<file path="config.mk">
export PLATFORM = sky130hd
export DESIGN_NAME = pipelined_adder
export DESIGN_NICKNAME = d
export VERILOG_FILES = /design/src/rtl/pipelined_adder.sv
export SDC_FILE = /design/constraint.sdc
export NUM_CORES = 1
export LEC_CHECK = 0
export CAP_MARGIN = 10
export CORE_MARGIN = 8
export CORE_UTILIZATION = 52
export CTS_BUF_LIST = sky130_fd_sc_hd__clkbuf_8
export DETAILED_ROUTE_END_ITERATION = 7
export PLACE_DENSITY = 0.73
export REMOVE_ABC_BUFFERS = 1
export SLEW_MARGIN = 10
export SYNTH_ARGS = -nofsm -noshare
export SYNTH_HDL_FRONTEND = slang
export SYNTH_SLANG_ARGS = --single-unit
</file>
<file path="constraint.sdc">
create_clock -name clk -period 3.47 [get_ports clk]
set_clock_uncertainty 0.15 [all_clocks]
set_input_delay 1.041 -clock clk [delete_from_list [all_inputs] [get_ports clk]]
set_output_delay 1.041 -clock clk [all_outputs]
set_load 0.05 [all_outputs]
</file>
<file path="src/rtl/pipelined_adder.sv">
// Pipelined N-bit add/subtract unit with ready/valid flow control on both sides.
// Operands are cut into STAGES chunks; each stage adds one chunk plus the carry
// rippled from the previous stage, so the critical path is one CHUNK-bit adder.
//
// Ports:
//   clk        rising-edge clock
//   rst_n      asynchronous active-low reset
//   in_valid   a/b/sub/cin carry a valid operation
//   in_ready   an operation is accepted this cycle
//   a, b       N-bit operands
//   sub        0: a+b+cin, 1: a-b (cin ignored)
//   cin        carry-in for add mode
//   out_valid  sum/ovf hold a valid result
//   out_ready  downstream accepts the result
//   sum        N+1-bit result (bit N is carry in add mode, borrow in sub mode)
//   ovf        signed overflow of the N-bit two's-complement result
module pipelined_adder #(
    parameter int N      = 32,
    parameter int STAGES = 4
) (
    input  logic         clk,
    input  logic         rst_n,
    input  logic         in_valid,
    output logic         in_ready,
    input  logic [N-1:0] a,
    input  logic [N-1:0] b,
    input  logic         sub,
    input  logic         cin,
    output logic         out_valid,
    input  logic         out_ready,
    output logic [N:0]   sum,
    output logic         ovf
);

    localparam int C  = N / STAGES;
    localparam int CW = C + 1;

    generate
        if (STAGES < 1 || STAGES > N || (N % STAGES) != 0) begin : g_bad_cfg
            $error("pipelined_adder: N must be a multiple of STAGES, 1 <= STAGES <= N");
        end
    endgenerate

    // Level k holds an operation waiting to have chunk k added.
    logic [STAGES-1:0] vld;
    logic [STAGES-1:0] cy;
    logic [STAGES-1:0] md;
    logic [STAGES-1:0] co;
    logic [N-1:0]      op_a [STAGES];
    logic [N-1:0]      op_b [STAGES];
    logic [N-1:0]      ps   [STAGES];
    logic [N-1:0]      nps  [STAGES];
    logic [C-1:0]      cs   [STAGES];
    logic              c_msb;
    logic              adv;

    // One global stall: the whole pipe moves only when the output slot frees up.
    assign adv      = ~out_valid | out_ready;
    assign in_ready = adv;

    always_comb begin
        for (int k = 0; k < STAGES; k++) begin
            {co[k], cs[k]} = {1'b0, op_a[k][k*C +: C]}
                           + {1'b0, op_b[k][k*C +: C]}
                           + CW'(cy[k]);
            nps[k]            = ps[k];
            nps[k][k*C +: C]  = cs[k];
        end
        // Carry into the MSB recovered from the sum bit: s = a ^ b ^ cin.
        c_msb = nps[STAGES-1][N-1]
              ^ op_a[STAGES-1][N-1]
              ^ op_b[STAGES-1][N-1];
    end

    always_ff @(posedge clk or negedge rst_n) begin
        if (!rst_n) begin
            vld       <= '0;
            cy        <= '0;
            md        <= '0;
            out_valid <= 1'b0;
            sum       <= '0;
            ovf       <= 1'b0;
            for (int j = 0; j < STAGES; j++) begin
                op_a[j] <= '0;
                op_b[j] <= '0;
                ps[j]   <= '0;
            end
        end else if (adv) begin
            vld[0]    <= in_valid;
            out_valid <= vld[STAGES-1];
            for (int j = 1; j < STAGES; j++) begin
                vld[j] <= vld[j-1];
            end

            if (in_valid) begin
                op_a[0] <= a;
                op_b[0] <= sub ? ~b : b;
                ps[0]   <= '0;
                cy[0]   <= sub | cin;
                md[0]   <= sub;
            end

            for (int j = 1; j < STAGES; j++) begin
                if (vld[j-1]) begin
                    op_a[j] <= op_a[j-1];
                    op_b[j] <= op_b[j-1];
                    ps[j]   <= nps[j-1];
                    cy[j]   <= co[j-1];
                    md[j]   <= md[j-1];
                end
            end

            // In sub mode the final carry is inverted into a borrow flag.
            if (vld[STAGES-1]) begin
                sum <= {co[STAGES-1] ^ md[STAGES-1], nps[STAGES-1]};
                ovf <= co[STAGES-1] ^ c_msb;
            end
        end
    end

endmodule
</file>
==> reports/metrics.yaml <==
area_growth_pct: 21.1
synthFlopType: "dfrtp_1"
n_antenna_cell: 0
grt_pass1_wl_um: 33000
maxSlewViolCount: 0
synth_warnings: 0
slowest_stage: "clkdlybuf4s50_1"
rsz0062_at_grt: "false"
final_hold_viol_count: 0
grt_util_all_layers_pct: 15.3
hold_path_class: "flop to flop"
setup_viol: 0
drt_iter0_markers: 215
drc: 0
grt_start_max_net_pins: 81
cts-root-buf: "clkbuf_8"
async_reset_ff_share_pct: 100
fin_tns_setup_ps: 0
cp-start-kind: "input pin"
power.density_nw_per_um2: 995
status: "completed"
worstPathCellList: "clkdlybuf4s50_1 -> nor2b_2 -> inv_2 -> buf_12"
clk_pin_slew_ps: 60
cpLargestDelayFamily: "buffers and inverters"
leakage_nw: 5.90
postCtsResizedCells: 0
cts_sinks: 255
syn_area_sq_um: 10900
grt-ovfl-total: 0
fin_ws_ps: 238
routed_via_density: 5.03
syn_inst: 820
synth_area_leaders: "dfrtp_1 59%, mux2_2 19%, xnor2_1 3.4%, o21ai_0 3.3%, ha_1 3.2%"
hpwl_um: 12600
pwr-share-clk_pct: 19.3
worstSetupPathType: "input pin to output port"
p_sw_mw: 4.67
synth_top_area_cell: "dfrtp_1"
internal_power_mw: 8.46
vias: 6308
drive_above_1_share_pct: 28.4
drt-pass1-iter-count: 4
drt-total-wl_um: 19100
fin_util_pct: 63.4
seq_area_frac_synth_pct: 58.6
synth.most_common_cell: "dfrtp_1"
fin_crit_sh_pct: 93.1
dieArea_sq_um: 25800
required_ps: 2280
cts.htree.levels: 2
place_congestion: 0.774
pre_cts_ws_ps: 247
maxCapViolCount: 0
ys_ff_latch: 255
synth_edf_count: 0
io_buffers: 105
antenna_found_initial: 0
worst_setup_path_end_kind: "output port"
post-cts-setup-buffers: 0
p_seq_share_pct: 38.4
period_needed_ps: 3230
hold_buffers: 0
p_comb_share_pct: 42.3
clock_path_buffers: 3
path_buf_inv: 3
cts_inserted_buffers: 43
rows: 53
worst_pin_slew_ps: 613
syn_avg_cell_area_sq_um: 13.3
wl_per_cell_um: 15.2
io_pins: 106
power_switching_share_pct: 35.6
die_x_um: 161
max-slew-margin-rel_pct: 59.1
fmax_ghz: 0.309
grt_pass1_vias: 6722
ir_drop_uv: 516
synth_cell_type_count: 38
finalPower_mw: 13.1
die_y_um: 161
worst-path-max-fanout: 9
arrival_ps: 2040
cts_tree: "done"
initial_core_util_pct: 52.3
core-area_sq_um: 20800
nets: 1051
ys_top_cells_by_count: "255 x dfrtp_1, 184 x mux2_2, 77 x nand2_1, 72 x o21ai_0, 42 x xnor2_1"
yosysTopAreaCellShare_pct: 58.6
max_stage_delay_ps: 420
insertion_delay_ps: 530
postRouteAntennaNets: 0
==> worst paths after layout <==
check                               start         to  slack (ps)  cells after the start
worst min-delay path              nps[47]    nps[47]         320                      2
worst max-delay path            out_ready   in_ready         240                      4
worst min register to register    nps[47]    nps[47]         320                      2
max in group asynchronous           rst_n   op_b[96]        2040                      2
worst max register to register      cy[3]        ovf         970                     10
min in group asynchronous           rst_n  op_b[112]         350                      1
==> flip-flops by register name (all words and copies together), names as in the netlist <==
name	count
ovf	1
out_valid	1
vld	4
sum	33
nps	48
op_a	80
op_b	80
md	4
cy	4
==> power by group through the flow <==
stage	Sequential (mW)	Combinational (mW)	Clock (mW)
after floorplan	5.54	3.61	0
after global placement	5.07	5.46	0
final	5.05	5.55	2.53
after global routing	5.22	6.16	2.76
after detailed placement	5.12	5.62	0
after CTS	5.07	5.65	2.61
==> stage by stage <==
stage | cells | cell area, sq um | hold WS, ps
4_1_cts | 1253 | 13200 | 330
6_report | 1253 | 13200 | 323
2_1_floorplan | 784 | 10700 | 295
3_3_place_gp | 1175 | 12400 | 307
5_1_grt | 1253 | 13200 | 351
3_5_place_dp | 1175 | 12400 | 316
==> worst register-to-register path: cells and delay by family (launching register included) <==
kind / cells / cell delay [ps]
adder cells (fa/ha/maj): 2 / 660
flip-flops: 1 / 360
buffers and inverters: 2 / 160
AO/OA/AOI/OAI: 4 / 750
XOR/XNOR: 2 / 300
==> per-layer routing <==
layer  up-vias  GRT usage [%]  part of all wire, %
met5         -              0                    0
met4         0           5.18                  2.1
met3        41           3.61                  4.7
met2       104           24.9                   47
met1      3069           19.9                   46
li1       3094              -                    -
==> cells by family after synthesis <==
logic type	after synthesis	share of synthesized area (%)
mux	184	19.0
buf+inv	57	2.32
simple gates	115	4.50
compound gates	117	6.33
flops	255	58.6
fa+ha+maj	36	4.69
xor+xnor	56	4.57
==> placed cells by master, fill, tap and decap left out, types with 2 or more instances in the layout <==
cell and count:
nor3_1 6, inv_1 36, buf_12 11, a211oi_1 4
a21o_2 2, o21bai_1 3, or2_2 3, o31ai_1 4
nand2_2 4, clkbuf_8 54, nand2b_1 5, fa_1 8
mux2_2 184, xor2_1 13, nand3_1 3, nand2_1 72
nor2_1 12, o21a_1 3, dfrtp_1 255, nand4_1 3
o21ai_0 72, a21o_1 3, clkdlybuf4s50_1 102, or2b_1 2
a21oi_1 18, nor2b_1 3, xnor2_1 42, ha_1 28
clkinv_2 8
==> final cells by class <==
| type | instances | area, sq um |
|---|---|---|
| clock buffers | 54 | 743 |
| clock inverters | 24 | 100 |
| fillers | 1682 | 7630 |
| inverters | 21 | 78.8 |
| multi-input cells | 508 | 4280 |
| flip-flops and latches | 255 | 6380 |
| well taps | 275 | 344 |
| repair buffers | 116 | 1270 |
(Power assumes the default switching activity.)
